**config.mk**
```make
export PLATFORM = sky130hd
export DESIGN_NAME = regfile_2r1w_sb
export DESIGN_NICKNAME = d
export VERILOG_FILES = /design/src/rtl/regfile_2r1w_sb.sv
export SDC_FILE = /design/constraint.sdc
export NUM_CORES = 2
export LEC_CHECK = 0
export CAP_MARGIN = 15
export CORE_MARGIN = 4
export CORE_UTILIZATION = 45
export CTS_BUF_LIST = sky130_fd_sc_hd__clkbuf_4
export DETAILED_ROUTE_END_ITERATION = 16
export HOLD_SLACK_MARGIN = 0.06
export PLACE_DENSITY = 0.71
export SLEW_MARGIN = 20
export SYNTH_ARGS = -nofsm -noshare
export SYNTH_HDL_FRONTEND = slang
export SYNTH_SLANG_ARGS = --single-unit
```
**constraint.sdc**
```tcl
create_clock -name clock -period 7.4 [get_ports clock]
set_clock_uncertainty 0.2 [all_clocks]
set_input_delay 1.85 -clock clock [delete_from_list [all_inputs] [get_ports clock]]
set_output_delay 1.85 -clock clock [all_outputs]
set_load 0.02 [all_outputs]
```
**src/rtl/regfile_2r1w_sb.sv**
```systemverilog
// 32-entry general-purpose register file with two read ports and one write port.
// Stored values are read combinationally through a 32:1 select on each port.
// With BYPASS set, a write arriving in the current cycle is forwarded straight
// to a read port that selects the same register. A per-register busy
// scoreboard tracks long-latency results (mult/div) still awaiting writeback,
// and the stall output tells the pipeline to hold a dependent read.
// Register 0 is hardwired to zero, can never be written and is never busy.
module regfile_2r1w_sb #(
  parameter int WIDTH  = 32,
  parameter int BYPASS = 1
) (
  input  logic             clock,
  input  logic             reset_n,
  input  logic             ctrl_writeEnable,
  input  logic [4:0]       ctrl_writeReg,
  input  logic [WIDTH-1:0] data_writeReg,
  input  logic [4:0]       ctrl_readRegA,
  input  logic [4:0]       ctrl_readRegB,
  output logic [WIDTH-1:0] data_readRegA,
  output logic [WIDTH-1:0] data_readRegB,
  input  logic             ctrl_markBusy,
  input  logic [4:0]       ctrl_busyReg,
  output logic             busy_A,
  output logic             busy_B,
  output logic             stall
);

  localparam int  NREGS = 32;
  localparam bit  BYP   = (BYPASS != 0);

  // Storage. Entry 0 is held at zero by reset and never written, so reads
  // of index 0 come out as zero even before the explicit read-side guard.
  logic [WIDTH-1:0] regs_q [NREGS];
  logic [NREGS-1:0] busy_q;
  logic [NREGS-1:0] busy_d;

  // Decoded write and mark strobes; index 0 is filtered out here once.
  logic wr_valid;
  logic mk_valid;

  // Per-port bypass hits and raw select outputs.
  logic             byp_hit_a;
  logic             byp_hit_b;
  logic [WIDTH-1:0] sel_a;
  logic [WIDTH-1:0] sel_b;

  // Qualify the strobes against the hardwired-zero register.
  always_comb begin
    wr_valid = ctrl_writeEnable && (ctrl_writeReg != 5'd0);
    mk_valid = ctrl_markBusy    && (ctrl_busyReg  != 5'd0);
  end

  // Register array: asynchronous clear, one write per rising edge.
  always_ff @(posedge clock or negedge reset_n) begin
    if (!reset_n) begin
      for (int i = 0; i < NREGS; i++) begin
        regs_q[i] <= '0;
      end
    end else if (wr_valid) begin
      regs_q[ctrl_writeReg] <= data_writeReg;
    end
  end

  // Scoreboard next state: writeback clears, issue sets. The set is applied
  // last so that when a new long-latency op targets the register being
  // written back on the same edge, the newer op's pending state survives.
  always_comb begin
    busy_d = busy_q;
    if (wr_valid) begin
      busy_d[ctrl_writeReg] = 1'b0;
    end
    if (mk_valid) begin
      busy_d[ctrl_busyReg] = 1'b1;
    end
    busy_d[0] = 1'b0;
  end

  // Scoreboard state: asynchronous clear, otherwise follows busy_d.
  always_ff @(posedge clock or negedge reset_n) begin
    if (!reset_n) begin
      busy_q <= '0;
    end else begin
      busy_q <= busy_d;
    end
  end

  // 32:1 read selects straight off the stored array.
  always_comb begin
    sel_a = regs_q[ctrl_readRegA];
    sel_b = regs_q[ctrl_readRegB];
  end

  // Same-cycle forwarding detect. Gated by reset_n so that a write strobe
  // asserted while reset is held cannot leak data onto the read ports.
  always_comb begin
    byp_hit_a = BYP && reset_n && wr_valid && (ctrl_writeReg == ctrl_readRegA);
    byp_hit_b = BYP && reset_n && wr_valid && (ctrl_writeReg == ctrl_readRegB);
  end

  // Read data: index 0 is always zero, then forwarded data, then storage.
  always_comb begin
    if (ctrl_readRegA == 5'd0) begin
      data_readRegA = '0;
    end else if (byp_hit_a) begin
      data_readRegA = data_writeReg;
    end else begin
      data_readRegA = sel_a;
    end

    if (ctrl_readRegB == 5'd0) begin
      data_readRegB = '0;
    end else if (byp_hit_b) begin
      data_readRegB = data_writeReg;
    end else begin
      data_readRegB = sel_b;
    end
  end

  // Hazard flags: a pending register is no longer a hazard when its
  // writeback is being forwarded this very cycle.
  always_comb begin
    busy_A = busy_q[ctrl_readRegA] && !byp_hit_a;
    busy_B = busy_q[ctrl_readRegB] && !byp_hit_b;
    stall  = busy_A || busy_B;
  end

endmodule

```
==> flow_metrics.env <==
export IMPL_clkSlewWorstSetupHoldPaths_ns=0.06
export IMPL_grt_total_usage=0.2721
export IMPL_numCtsBuffers=295
export IMPL_area_delta_synth_final_pct=11.95
export IMPL_critPathLaunch="ctrl_readRegB[2]"
export IMPL_synthCells=4031
export IMPL_num_io_pins=123
export IMPL_hold_path_class="flop to flop"
export IMPL_vdd_drop_max_v=0.0001959
export IMPL_reg2reg_slack_ns=6.38
export IMPL_worstSetupStartpointType="input pin"
export IMPL_vias_per_cell=6.531
export IMPL_crit_type="input pin to output port"
export IMPL_outcome="finished, final reports clean"
export IMPL_first_pass_iters=5
export IMPL_cp_endpoint="data_readRegB[24]"
export IMPL_synth_top_family_by_area="multiplexers"
export IMPL_synth_most_common_cell="mux2_2"
export IMPL_cts_path_max_buffers=4
export IMPL_synth_adder_area_share=0
export IMPL_fin_crit_ns=7.162
export IMPL_hold_viol=0
export IMPL_cts_tree="done"
export IMPL_yosys_area_share_simple=0.03113
export IMPL_placed_area_mm2=0.06029
export IMPL_cts_setup_buffers=0
export IMPL_syn_area_mm2=0.05699
export IMPL_yosysSeqAreaShare=0.4633
export IMPL_grt_pass1_wl_um=268200
export IMPL_layout_setup_ws_ns=0.2381
export IMPL_tightestPinTransition_ns=1.256
export IMPL_core_region_area_mm2=0.1257
export IMPL_nFillCells=10670
export IMPL_synth_edf_count=0
export IMPL_r2r_end="regs_q[260]"
export IMPL_final_nets=4261
export IMPL_die_h_um=363.9
export IMPL_r2r_cells=1
export IMPL_muxShareOfSynthArea=0.3964
export IMPL_async_flop_share=1.000
export IMPL_critPathMaxFanout=11
export IMPL_ys_ff_latch=1055
export IMPL_worstPathArrival_ns=5.11
export IMPL_yosys_top_cells_count="1087 x mux2_2, 1055 x dfrtp_1, 399 x mux4_2"
export IMPL_grt_max_degree=185
export IMPL_place_ws_ns=0.3531
export IMPL_clk_latency_ns=1.24
export IMPL_fin_crit_sh=0.9678
export IMPL_setup_violations=0
export IMPL_syn_nets=4087
export IMPL_maxCapViolCount=0
export IMPL_hpwl_um=109500
export IMPL_fin_tns_setup_ns=0
export IMPL_drive_gt1_frac=0.5108
export IMPL_drc=0
export IMPL_num_rows=130
export IMPL_htreeDepth=5
export IMPL_ctsResizeCount=0
export IMPL_antenna_found_initial=3
export IMPL_wirelength_um=180400
export IMPL_globalRouteOverflowTotal=0
export IMPL_synth_compound_area_frac=0.06604
export IMPL_cellPowerDensity_mw_per_mm2=258.4
export IMPL_cts_hold_buffers_added=0
export IMPL_synth_top_area_cell="dfrtp_1"
export IMPL_port_buffers=122
export IMPL_max_freq_ghz=0.1396
export IMPL_synth_top_area_frac=0.4633
export IMPL_yosysWarnings=0
export IMPL_cts_root_buf="clkbuf_4"
export IMPL_postSynthAreaPerCell_um2=14.14
export IMPL_via_count=39430
export IMPL_dieArea_mm2=0.1324
export IMPL_power_leakage_nw=27.70
export IMPL_start_util=0.4532
export IMPL_detail_route_wl_per_cell_um=29.88
export IMPL_end_kind="output port"
export IMPL_required_ns=5.35
export IMPL_die_x_um=363.9
export IMPL_synthXorXnorAreaFrac=0.001537
export IMPL_rsz0062_at_grt="false"
export IMPL_yosysUniqueCellTypes=67
export IMPL_antenna_left=0
export IMPL_drv_slew=0
export IMPL_drt_iter0_drc=4043
export IMPL_synth_area_leaders="dfrtp_1 46%, mux2_2 21%, mux4_2 16%"
export IMPL_first_global_vias=40810
export IMPL_slew_limit_headroom=0.1594
export IMPL_gp_congestion=0.8583
export IMPL_synthFlopType="dfrtp_1"
export IMPL_rr_startpoint="regs_q[260]"
export IMPL_fin_area_mm2=0.06379
export IMPL_clock_sinks=1055
[metrics by stage]
step                      total power [mW]  hold slack (ns)    util  std cells
after floorplan                      10.11           0.2451       -       4031
after global placement               11.13           0.1810  0.4791       5556
after detailed placement             11.30           0.1857  0.4795       5558
after CTS                            16.54           0.1925  0.5073       6033
after global routing                 17.26           0.2132  0.5074       6037
final                                16.48           0.1987  0.5074       6037
[flip-flops by register name (all words and copies together) (netlist names)]
| signal | flops |
|---|---|
| regs_q | 1024 |
| busy_q | 31 |
[cells by family (layout without fill, tap and decap cells)]
logic type / after synthesis / after routing
other: 0 / 4
AO/OA/AOI/OAI: 528 / 528
multiplexers: 1622 / 1622
buffers and inverters: 473 / 825
XOR/XNOR: 10 / 10
flip-flops: 1055 / 1055
AND/OR/NAND/NOR: 343 / 343
[how the worst min path moves through the flow]
stage,startpoint,end,slack [ns],cells past startpoint
4_1_cts,reset_n,regs_q[257],0.19,1
5_1_grt,regs_q[1015],regs_q[1015],0.21,0
2_1_floorplan,regs_q[1022],regs_q[1022],0.25,1
6_report,regs_q[994],regs_q[994],0.20,0
3_5_place_dp,regs_q[1015],regs_q[1015],0.19,0
3_3_place_gp,regs_q[1001],regs_q[1001],0.18,0
[placed cells by master (no fill, tap or decap), types with 28 or more instances in the layout]
cell type and n:
clkdlybuf4s50_1 103, o21a_1 31, o22a_1 32, buf_12 39
clkinv_1 39, o311ai_0 28, mux2i_1 136, a22oi_1 31
a21oi_1 32, nor2b_1 33, mux4_2 399, nor3_1 36
mux2_2 1087, buf_4 193, o22ai_1 126, o211ai_1 31
a211oi_1 31, nor4_1 63, nor2_1 103, dfrtp_1 1055
o21ai_0 113, clkbuf_4 419
[worst max-delay path, stage by stage]
cell and delay, ns:
clkdlybuf4s50_1 0.81, or3b_2 0.47, buf_4 0.34, o22ai_1 0.15, nor4_1 0.50, nor3_1 0.09, nor2_1 0.22, clkdlybuf4s50_1 0.65
[report_power, final]
group          internal [mW]  switching [mW]  total (mW)
sequential              6.87           0.797        7.66
combinational           2.09            1.50        3.58
clock                   2.75            2.48        5.24
[layout make-up]
cell class	instances	area (µm²)	area share
Antenna cell	4	10.01	0.0001569
Clock buffer	419	3146	0.04931
Clock inverter	56	351.6	0.005511
Inverter	7	26.28	0.0004119
Multi-Input combinational cell	2503	28410	0.4454
Sequential cell	1055	26400	0.4138
Tap cell	1650	2064	0.03236
Timing Repair Buffer	343	3383	0.05303
[per-layer routing]
layer  track usage  wire (µm)
met2        0.4349      86190
met5             0          0
met4        0.1261       8620
met1        0.3542      69990
met3       0.06306      15590
Power figures use the tool's default switching activity.
